===== src/rtl/vga_timing_pkg.sv =====
// vga_timing_pkg: shared VGA horizontal timing defaults, derived constants and FSM encoding.
package vga_timing_pkg;
   typedef enum logic [1:0] {SYNC, BACK_PORCH, DISPLAY, FRONT_PORCH} h_state_t;
   localparam int H_SYNC       = 384;
   localparam int H_BP         = 192;
   localparam int H_DISP       = 2560;
   localparam int H_FP         = 64;
   localparam int SUB_DIV      = 20;
   localparam int H_TOTAL      = H_SYNC + H_BP + H_DISP + H_FP;
   localparam int H_DISP_START = H_SYNC + H_BP;
   localparam int H_DISP_END   = H_DISP_START + H_DISP - 1;
endpackage


===== src/rtl/sub_pixel_div.sv =====
// sub_pixel_div: mod-DIV counter with synchronous clear (clear wins over enable).
module sub_pixel_div #(
   parameter int DIV = 20,
   parameter int W   = 5
) (
   input  logic         clk,
   input  logic         reset,
   input  logic         clr,
   input  logic         en,
   output logic [W-1:0] count
);
   always_ff @(posedge clk or posedge reset)
      if (reset) count <= '0;
      else if (clr) count <= '0;
      else if (en) count <= (count == W'(DIV - 1)) ? '0 : count + W'(1);
endmodule


===== src/rtl/hsync_gen.sv =====
// hsync_gen: horizontal VGA timing generator (H_count, HSYNC, display window, sub-pixel divider).
// Optional line_done strobe on the last tick of a line is built when HSYNC_GEN_LINE_STROBE_EN is defined.
module hsync_gen #(
   parameter int H_SYNC  = vga_timing_pkg::H_SYNC,
   parameter int H_BP    = vga_timing_pkg::H_BP,
   parameter int H_DISP  = vga_timing_pkg::H_DISP,
   parameter int H_FP    = vga_timing_pkg::H_FP,
   parameter int SUB_DIV = vga_timing_pkg::SUB_DIV
) (
   input  logic        clk,
   input  logic        reset,
   output logic [11:0] H_count,
   output logic        HSYNC,
   output logic [4:0]  five_count_hor,
`ifdef HSYNC_GEN_LINE_STROBE_EN
   output logic        line_done,
`endif
   output logic        h_display
);
   import vga_timing_pkg::*;
   localparam int LINE_LEN = H_SYNC + H_BP + H_DISP + H_FP;
   localparam logic [11:0] SYNC_END = 12'(H_SYNC - 1);
   localparam logic [11:0] BP_END   = 12'(H_SYNC + H_BP - 1);
   localparam logic [11:0] DISP_END = 12'(H_SYNC + H_BP + H_DISP - 1);
   localparam logic [11:0] LAST     = 12'(LINE_LEN - 1);
   h_state_t state, nxt_state;
   logic [11:0] nxt_count;
   always_comb begin
      nxt_count = (H_count == LAST) ? 12'd0 : H_count + 12'd1;
      nxt_state = (state == SYNC        && H_count == SYNC_END) ? BACK_PORCH  :
                  (state == BACK_PORCH  && H_count == BP_END)   ? DISPLAY     :
                  (state == DISPLAY     && H_count == DISP_END) ? FRONT_PORCH :
                  (state == FRONT_PORCH && H_count == LAST)     ? SYNC        : state;
   end
   // Outputs are registered from the next-state so they line up with the H_count they describe.
   always_ff @(posedge clk or posedge reset)
      if (reset) begin
         H_count   <= 12'd0;
         state     <= SYNC;
         HSYNC     <= 1'b0;
         h_display <= 1'b0;
      end else begin
         H_count   <= nxt_count;
         state     <= nxt_state;
         HSYNC     <= nxt_state != SYNC;
         h_display <= nxt_state == DISPLAY;
      end
`ifdef HSYNC_GEN_LINE_STROBE_EN
   always_ff @(posedge clk or posedge reset)
      if (reset) line_done <= 1'b0;
      else line_done <= nxt_count == LAST;
`endif
   sub_pixel_div #(.DIV(SUB_DIV), .W(5)) u_div (
      .clk   (clk),
      .reset (reset),
      .clr   (nxt_state != DISPLAY),
      .en    (state == DISPLAY),
      .count (five_count_hor)
   );
   legal_params: assert property (@(posedge clk) LINE_LEN <= 4096 && (H_DISP % SUB_DIV) == 0);
endmodule


===== config.mk =====
export PLATFORM = sky130hd
export DESIGN_NAME = hsync_gen
export DESIGN_NICKNAME = d
export VERILOG_FILES = /design/src/rtl/vga_timing_pkg.sv /design/src/rtl/sub_pixel_div.sv /design/src/rtl/hsync_gen.sv
export SDC_FILE = /design/constraint.sdc
export NUM_CORES = 1
export LEC_CHECK = 0
export ABC_AREA = 1
export CAP_MARGIN = 25
export CORE_UTILIZATION = 54
export DETAILED_ROUTE_END_ITERATION = 7
export PLACE_DENSITY = 0.85
export SETUP_SLACK_MARGIN = 0.3
export SLEW_MARGIN = 20
export SYNTH_ARGS = -nofsm -noshare
export SYNTH_HDL_FRONTEND = slang
export SYNTH_HIERARCHICAL = 1
export SYNTH_SLANG_ARGS = --single-unit
export TNS_END_PERCENT = 50

===== constraint.sdc =====
create_clock -name clk -period 3.45 [get_ports clk]
set_input_delay 0.69 -clock clk [delete_from_list [all_inputs] [get_ports clk]]
set_output_delay 0.69 -clock clk [all_outputs]
set_load 0.01 [all_outputs]

==> metrics <==
Critical Path AT 1.41 ns; CTS root buf clkbuf_4; slew margin rel. 59.4%; core box area 1960 µm²; final hold violations 0; Vias per Instance 5.03; CTS tree built; Setup Skew 0.00348 ns; clock latency on the worst-skew pair 0.30 ns; max-cap violations 0; Num CTS Buffers 3; CP max stage delay 0.61 ns; IR drop worst, VDD 249 µV; H-tree depth 1; number of synthesized register bits 21; Area Overhead vs Synth 23.4%; via count 976; fmax 475 MHz; commonest cells after routing, fill and taps aside nand2_1 (39), inv_1 (27), dfrtp_1 (21), clkdlybuf4s50_1 (20), nor2_1 (8); nets 172; first-pass GRT wire length 3.40 mm; gp weighted congestion 0.817; post-synthesis cell type count 18; postcts setup bufs 0; fill count 187; Worst path top cell family by delay buffers and inverters; grt ovf 0; most common cell after layout, fill and taps aside nand2_1; ANT nets after route 0; Die ar. 2250 µm²; total track usage 21.9%; worst hold-check path type flop to flop; ys async rst share 100%; Worst-path clk slew 0.11 ns; Syn Nets 147; Resize count post-CTS 0; Sink Count 21; critical path class flop to primary output; final setup fails 0; final number of max-transition violations 0; Synth Cell Area 1120 µm²; cell row count 16; worst-margin pin slew 0.608 ns; fin cells 194; drt total wl 2.26 mm; sequential share of the synthesized area 47.0%; CP Launch Type flop; part of the cycle the worst path needs 61.0%; CP required 2.76 ns; antenna violations before repair 0; DRT Pass-1 Iters 4; final setup TNS 0 ns; final routed DRC violation total 0; Die H 47.5 µm; DP Wirelength 1.75 mm; ANT cells 0; EDFF count, synth 0; Die Width 47.5 µm; WP buf/inv 1; min cycle time layout 2.10 ns; largest net degree at the start of global routing 17; Synth Flop Type dfrtp_1; Synth warnings 6; Synth Area per Inst 7.81 µm²; initial DRC count 36; layout cells sized above 1 10.8%; number of hold buffers added after cts 0; CP max stage cell clkdlybuf4s50_1; DR WL/cell 11.7 µm; Worst Setup End Kind primary output; PwrDens 267 nW/µm²; critical path peak fanout 7; RSZ-0062 raised after global routing false; IO buf count 20; initial core utilization 57.0%; P_leak 0.723 nW; run status completed; number of global-route vias before repair 820; Syn Inst Count 143; maximum root-to-sink buffer count 2; DP Cell Count 190; Ports 21; critical-path cell list clkdlybuf4s50_1
==> synthesized netlist by cell type (2+ instances only) <==
| master | instances | area (µm²) |
|---|---|---|
| nor2_1 | 8 | 30.0 |
| nand2_2 | 3 | 18.8 |
| inv_1 | 27 | 101 |
| o21ai_0 | 7 | 35.0 |
| nand3_1 | 6 | 30.0 |
| nand4_1 | 4 | 25.0 |
| nor3_1 | 5 | 25.0 |
| nor2_2 | 3 | 18.8 |
| dfrtp_1 | 21 | 526 |
| a21oi_1 | 7 | 35.0 |
| nand3_2 | 4 | 40.0 |
| xor2_1 | 3 | 26.3 |
| nand2_1 | 39 | 146 |
| ha_1 | 2 | 25.0 |
==> layer usage <==
| layer | up-vias | share of wire [%] | GRT usage [%] |
|---|---|---|---|
| li1 | 495 | - | - |
| met1 | 452 | 43 | 27.5 |
| met2 | 22 | 51 | 35.3 |
| met3 | 7 | 3.8 | 4.53 |
| met4 | 0 | 1.6 | 12.0 |
| met5 | - | 0 | 0 |
==> sequential cells by signal, indices dropped and copies added (netlist names) <==
signal / count
HSYNC: 1
u_div/count: 5
state: 2
h_display: 1
H_count: 12
==> final timing paths <==
kind	cells past startpoint	slack (ns)	start	to
max in group asynchronous	2	2.28	reset	H_count[6]
min in group asynchronous	2	0.61	reset	u_div/count[4]
hold reg to reg	1	0.56	H_count[10]	H_count[10]
setup reg to reg	10	1.51	H_count[0]	u_div/count[0]
hold / removal	1	0.56	H_count[10]	H_count[10]
setup / recovery	1	1.35	H_count[4]	H_count[4]
==> final cells by class <==
cell class                      count  area [µm²]  share of cell area (%)
Tap cell                           27        33.8                    2.45
Timing Repair Buffer               20         200                    14.5
Clock buffer                        3        22.5                    1.63
Multi-Input combinational cell     94         487                    35.3
Clock inverter                      1        5.00                   0.363
Inverter                           28         105                    7.62
Sequential cell                    21         526                    38.1
==> cells by family after synthesis <==
family                   Yosys count  share of synthesized area, %
XOR/XNOR                           3                          2.35
AO/OA/AOI/OAI                     15                          7.05
flip-flops                        21                          47.0
AND/OR/NAND/NOR                   74                          31.9
adder cells (fa/ha/maj)            2                          2.24
buffers and inverters             28                          9.41
==> power by group <==
group | internal (W) | switching (W) | total [W]
sequential | 0.000246 | 0 | 0.000246
clock | 0.0000433 | 0.0000728 | 0.000116
combinational | 0.00000115 | 0.00000495 | 0.00000610
total | 0.000290 | 0.0000777 | 0.000368
==> metrics by stage <==
| stage | utilization (%) | area, µm² | power (W) | setup slack [ns] | hold slack, ns |
|---|---|---|---|---|---|
| CTS | 70.3 | 1380 | 0.000372 | 1.34 | 0.569 |
| detailed placement | 68.9 | 1350 | 0.000257 | 1.55 | 0.549 |
| floorplan | - | 1120 | 0.000255 | 1.72 | 0.469 |
| global route | 70.3 | 1380 | 0.000380 | 1.30 | 0.590 |
| finish | 70.3 | 1380 | 0.000368 | 1.35 | 0.562 |
| global placement | 68.9 | 1350 | 0.000257 | 1.71 | 0.532 |
Power figures use the tool's default switching activity.
